## src/rtl/key_beep_pkg.sv

```systemverilog
`default_nettype none
// ============================================================================
// Module      : key_beep_pkg
// Description : State encoding and default timing constants for key_beep_gen.
// Revision    : 1.0 - initial release
// ============================================================================
package key_beep_pkg;

    typedef enum logic [1:0] {
        ST_IDLE = 2'd0,
        ST_ON   = 2'd1,
        ST_GAP  = 2'd2
    } beep_state_t;

    localparam int C_KEY_W      = 4;
    localparam int C_TIME_BEEP  = 5000000;
    localparam int C_TIME_GAP   = 5000000;
    localparam int C_TONE_HALF  = 12500;

endpackage
`default_nettype wire

```

## src/rtl/beep_tone_div.sv

```systemverilog
`default_nettype none
// ============================================================================
// Module      : beep_tone_div
// Description : Square-wave tone divider for a passive buzzer; output is low
//               for the first TONE_HALF enabled cycles, and idles high.
// Revision    : 1.0 - initial release
// ============================================================================
module beep_tone_div #(
    parameter int TONE_HALF = 12500
) (
    input  logic clk,
    input  logic rst_n,
    input  logic en,
    output logic tone_n
);

    localparam int C_PH_W = (TONE_HALF > 1) ? $clog2(TONE_HALF) : 1;
    localparam logic [C_PH_W-1:0] C_PH_LAST = C_PH_W'(TONE_HALF - 1);

    logic [C_PH_W-1:0] r_ph_cnt;
    logic              r_ph;
    logic              r_tone_n;

    // Dropping en restarts the phase so every ON window begins with a low half.
    always_ff @(posedge clk or negedge rst_n) begin
        if (!rst_n) begin
            r_ph_cnt <= '0;
            r_ph     <= 1'b0;
            r_tone_n <= 1'b1;
        end else if (!en) begin
            r_ph_cnt <= '0;
            r_ph     <= 1'b0;
            r_tone_n <= 1'b1;
        end else begin
            r_tone_n <= r_ph;
            if (r_ph_cnt == C_PH_LAST) begin
                r_ph_cnt <= '0;
                r_ph     <= ~r_ph;
            end else begin
                r_ph_cnt <= r_ph_cnt + C_PH_W'(1);
            end
        end
    end

    assign tone_n = r_tone_n;

endmodule
`default_nettype wire

```

## src/rtl/key_beep_gen.sv

```systemverilog
`default_nettype none
// ============================================================================
// Module      : key_beep_gen
// Description : Plays key i as (i+1) beeps with a one-deep pending queue.
//               Define BEEP_TONE_EN for a passive buzzer (toggled tone).
// Revision    : 1.0 - initial release
// ============================================================================
module key_beep_gen
    import key_beep_pkg::*;
#(
    parameter int KEY_W     = C_KEY_W,
    parameter int TIME_BEEP = C_TIME_BEEP,
    parameter int TIME_GAP  = C_TIME_GAP,
    parameter int TONE_HALF = C_TONE_HALF
) (
    input  logic             clk,
    input  logic             rst_n,
    input  logic [KEY_W-1:0] key_vld,
    output logic             buzzer_n,
    output logic             busy,
    output logic             drop
);

    localparam int C_CNT_MAX = (TIME_BEEP > TIME_GAP) ? TIME_BEEP : TIME_GAP;
    localparam int C_CNT_W   = (C_CNT_MAX > 1) ? $clog2(C_CNT_MAX) : 1;
    localparam int C_REM_W   = $clog2(KEY_W + 1);
    localparam logic [C_CNT_W-1:0] C_BEEP_LAST = C_CNT_W'(TIME_BEEP - 1);
    localparam logic [C_CNT_W-1:0] C_GAP_LAST  = C_CNT_W'(TIME_GAP - 1);

    if (KEY_W < 1 || TIME_BEEP < 1 || TIME_GAP < 1 || TONE_HALF < 1) begin : g_param_check
        $error("key_beep_gen: KEY_W and timing parameters must be >= 1");
    end

    beep_state_t        r_state;
    logic [C_CNT_W-1:0] r_cnt;
    logic [C_REM_W-1:0] r_remain;
    logic               r_pend_vld;
    logic [C_REM_W-1:0] r_pend_rem;
    logic               r_drop;

    logic               w_trig;
    logic               w_multi;
    logic [C_REM_W-1:0] w_trig_rem;
    logic               w_gap_end;
    logic               w_direct;

    // Lowest set index wins; beep count is index + 1.
    always_comb begin
        w_trig_rem = '0;
        for (int i = KEY_W - 1; i >= 0; i--) begin
            if (key_vld[i]) begin
                w_trig_rem = C_REM_W'(i + 1);
            end
        end
    end

    assign w_trig    = |key_vld;
    assign w_multi   = |(key_vld & (key_vld - KEY_W'(1)));
    assign w_gap_end = (r_state == ST_GAP) && (r_cnt == C_GAP_LAST);
    assign w_direct  = w_gap_end && (r_remain == '0) && !r_pend_vld;

    always_ff @(posedge clk or negedge rst_n) begin
        if (!rst_n) begin
            r_state    <= ST_IDLE;
            r_cnt      <= '0;
            r_remain   <= '0;
            r_pend_vld <= 1'b0;
            r_pend_rem <= '0;
            r_drop     <= 1'b0;
        end else begin
            r_drop <= w_multi;
            r_cnt  <= r_cnt + C_CNT_W'(1);

            case (r_state)
                ST_IDLE: begin
                    r_cnt <= '0;
                    if (w_trig) begin
                        r_state  <= ST_ON;
                        r_remain <= w_trig_rem;
                    end
                end
                ST_ON: begin
                    if (r_cnt == C_BEEP_LAST) begin
                        r_state  <= ST_GAP;
                        r_cnt    <= '0;
                        r_remain <= r_remain - C_REM_W'(1);
                    end
                end
                ST_GAP: begin
                    if (w_gap_end) begin
                        r_cnt <= '0;
                        if (r_remain != '0) begin
                            r_state <= ST_ON;
                        end else if (r_pend_vld) begin
                            r_state    <= ST_ON;
                            r_remain   <= r_pend_rem;
                            r_pend_vld <= 1'b0;
                        end else if (w_trig) begin
                            r_state  <= ST_ON;
                            r_remain <= w_trig_rem;
                        end else begin
                            r_state <= ST_IDLE;
                        end
                    end
                end
                default: begin
                    r_state <= ST_IDLE;
                    r_cnt   <= '0;
                end
            endcase

            // A trigger while busy queues once; a full queue discards it.
            if (w_trig && (r_state != ST_IDLE) && !w_direct) begin
                if (!r_pend_vld) begin
                    r_pend_vld <= 1'b1;
                    r_pend_rem <= w_trig_rem;
                end else begin
                    r_drop <= 1'b1;
                end
            end
        end
    end

    assign busy = (r_state != ST_IDLE);
    assign drop = r_drop;

`ifdef BEEP_TONE_EN
    logic w_tone_n;

    beep_tone_div #(
        .TONE_HALF (TONE_HALF)
    ) u_tone_div (
        .clk    (clk),
        .rst_n  (rst_n),
        .en     (r_state == ST_ON),
        .tone_n (w_tone_n)
    );

    assign buzzer_n = w_tone_n;
`else
    logic r_buzzer_n;

    always_ff @(posedge clk or negedge rst_n) begin
        if (!rst_n) begin
            r_buzzer_n <= 1'b1;
        end else begin
            r_buzzer_n <= (r_state != ST_ON);
        end
    end

    assign buzzer_n = r_buzzer_n;
`endif

endmodule
`default_nettype wire

```

## config.mk

```make
export PLATFORM = sky130hd
export DESIGN_NAME = key_beep_gen
export DESIGN_NICKNAME = d
export VERILOG_FILES = /design/src/rtl/key_beep_pkg.sv /design/src/rtl/beep_tone_div.sv /design/src/rtl/key_beep_gen.sv
export SDC_FILE = /design/constraint.sdc
export NUM_CORES = 1
export LEC_CHECK = 0
export ABC_AREA = 1
export CAP_MARGIN = 15
export CORE_ASPECT_RATIO = 1.1
export CORE_MARGIN = 10
export CORE_UTILIZATION = 50
export CTS_BUF_LIST = sky130_fd_sc_hd__clkbuf_4 sky130_fd_sc_hd__clkbuf_8
export DETAILED_ROUTE_END_ITERATION = 6
export PLACE_DENSITY = 0.68
export SYNTH_ARGS = -nofsm -noshare
export SYNTH_HDL_FRONTEND = slang
export SYNTH_SLANG_ARGS = --single-unit
```

## constraint.sdc

```tcl
create_clock -name clk -period 3.5 [get_ports clk]
set_input_delay 0.7 -clock clk [delete_from_list [all_inputs] [get_ports clk]]
set_output_delay 0.7 -clock clk [all_outputs]
set_load 0.01 [all_outputs]
```

==> flow_summary.json <==
{
  "cellPowerDensity_mw_per_mm2": 551,
  "multi_input_area_mm2": 0.00106,
  "design_area_mm2": 0.00229,
  "drt_iter0_drc": 84,
  "remaining_drc_errors": 0,
  "cp.required_ns": 2.80,
  "io_buffers": 8,
  "fin_crit_ns": 2.39,
  "dpl_cell_area_mm2": 0.00218,
  "r2r_slack_ns": 1.74,
  "ant_nets": 0,
  "drive_gt1_frac": 0.0825,
  "avgRoutedWirePerCell_um": 11.9,
  "viasPerCell": 4.92,
  "dr.pass1.iters": 4,
  "start_util": 0.515,
  "vdd_drop_max_mv": 0.364,
  "hold_class": "register to register",
  "row_count": 24,
  "critPathKind": "register to output port",
  "h-tree-depth": 2,
  "grt_start_max_net_pins": 35,
  "diodes": 0,
  "io_pins": 9,
  "cp-start-kind": "register",
  "startpoint": "r_state[0]",
  "rsz0062_at_grt": "false",
  "postCtsSetupBuffers": 0,
  "cts_buffer_depth": 2,
  "layout_common_cells": "nand2_1, nor2_1, dfrtp_1, inv_1, nand3_1",
  "syn_avg_cell_area_um2": 7.40,
  "ys_seq_area_frac": 0.417,
  "ys_ff_latch": 34,
  "skew_ns": 0.00752,
  "rr_endpoint": "r_cnt[5]",
  "crit_top_cell": "inv_1",
  "clock_latency_ns": 0.29,
  "final_common_cell": "nand2_1",
  "ctsResizeCount": 0,
  "gr-total-overflow": 0,
  "cap_violations": 0,
  "antenna_found_initial": 0,
  "die_area_mm2": 0.00704,
  "critPathMaxStageDelay_ns": 0.56,
  "synth.distinct_cells": 27,
  "cts.sinks": 34,
  "fill_cells": 395,
  "status": "complete, no violations",
  "synth_cells": 276,
  "gp_congestion": 0.851,
  "path_clk_slew_ns": 0.07,
  "clockRootBuffer": "clkbuf_8",
  "vias": 1688,
  "core_region_area_mm2": 0.00396,
  "grt_pass1_vias": 1671,
  "syn_area_mm2": 0.00204,
  "rr_startpoint": "r_state[0]",
  "path_cells": "inv_1 -> ha_1 -> inv_1 -> clkdlybuf4s50_1",
  "p_leak_nw": 1.02,
  "cp-end-kind": "output port",
  "numCtsBuffers": 5,
  "die_h_um": 87.0,
  "track_usage": 0.130,
  "reg2reg_depth": 6,
  "endpoint": "busy",
  "setup_viol": 0,
  "cp_max_fo": 4,
  "max_freq_mhz": 419,
  "cts_tree": "yes",
  "final_nets": 303,
  "drv_slew": 0,
  "post-route-period-util": 0.682,
  "die-width_um": 80.9,
  "worst_pin_slew_ns": 0.424,
  "cp_slowest_cell": "clkdlybuf4s50_1",
  "regArea_um2": 852,
  "synth_fp_nets": 289,
  "p_total_w": 0.00126,
  "finalHoldViolations": 0,
  "arrival_ns": 1.69,
  "slew-limit-headroom": 0.717,
  "areaGrowthSynthToFinish_pct": 12.1,
  "synth_warnings": 0,
  "ctsHoldBuffers": 0,
  "place_hpwl_mm": 3.02,
  "grt_pass1_wl_mm": 7.27,
  "finalSetupTns_ns": 0,
  "wirelength_mm": 4.09
}
## worst min path at each step
stage	start	endpoint	slack (ns)	cells after the start
global route	r_cnt[0]	r_cnt[0]	0.50	1
floorplan	rst_n	drop	0.40	0
CTS	r_cnt[0]	r_cnt[0]	0.49	1
global placement	r_pend_rem[1]	r_pend_rem[1]	0.47	2
detailed placement	r_pend_rem[1]	r_pend_rem[1]	0.47	2
finish	r_cnt[0]	r_cnt[0]	0.49	1
## logic make-up (layout without fill, tap and decap cells)
logic type | after synthesis | after routing | synth area share
AND/OR/NAND/NOR | 170 | 170 | 0.367
flip-flops | 34 | 34 | 0.417
buffers and inverters | 31 | 46 | 0.0613
AO/OA/AOI/OAI | 21 | 21 | 0.0558
XOR/XNOR | 13 | 13 | 0.0558
adder cells (fa/ha/maj) | 7 | 7 | 0.0429
## power by group
group / switching, W / leakage, nW / internal (W)
Clock: 0.000146 / 0.0575 / 0.000199
Sequential: 0.0000337 / 0.451 / 0.000438
Combinational: 0.000295 / 0.507 / 0.000148
## critical path: cells and delay by family, from the launching register on
| family | cells | cell delay [ns] |
|---|---|---|
| buffers and inverters | 3 | 0.76 |
| flip-flops | 1 | 0.41 |
| adder cells (fa/ha/maj) | 1 | 0.22 |
## stage by stage
stage,utilization,instances,worst slack (ns),hold WS (ns)
floorplan,-,276,1.92,0.404
global placement,0.550,335,1.38,0.475
detailed placement,0.550,335,1.28,0.472
CTS,0.577,343,1.12,0.490
global route,0.577,343,1.05,0.502
finish,0.577,343,1.11,0.489
## flip-flops by register name (all words and copies together), names as in the netlist
| name | cells |
|---|---|
| r_remain | 3 |
| buzzer_n | 1 |
| r_pend_vld | 1 |
| r_pend_rem | 3 |
| drop | 1 |
| r_cnt | 23 |
| r_state | 2 |
## final cells by class
type | instances | share of cell area
Clock buffer | 8 | 0.0481
Inverter | 29 | 0.0476
Multi-Input combinational cell | 211 | 0.465
Sequential cell | 34 | 0.372
Tap cell | 52 | 0.0284
Timing Repair Buffer | 9 | 0.0383
## cells in the mapped netlist (all sizes together)
cell type | instances | area share
o21ai | 9 | 0.022
nand4 | 5 | 0.021
nand3 | 23 | 0.064
inv | 29 | 0.053
xnor2 | 4 | 0.017
buf | 2 | 0.0080
ha | 7 | 0.043
xor2 | 9 | 0.039
nor2 | 65 | 0.13
o211ai | 2 | 0.0074
nand2 | 72 | 0.13
a22oi | 1 | 0.0037
or2 | 1 | 0.0031
nand3b | 1 | 0.0037
dfrtp | 33 | 0.40
dfstp | 1 | 0.013
a21oi | 8 | 0.020
a31oi | 1 | 0.0031
nor3 | 3 | 0.0074
## layer usage
metal,track usage,wire length (um),vias up
li1,-,-,901
met1,0.158,1920,746
met2,0.207,1880,34
met3,0.0413,218,7
met4,0.0504,71,0
met5,0,0,-
No activity file was read; power rests on OpenSTA's default activity.
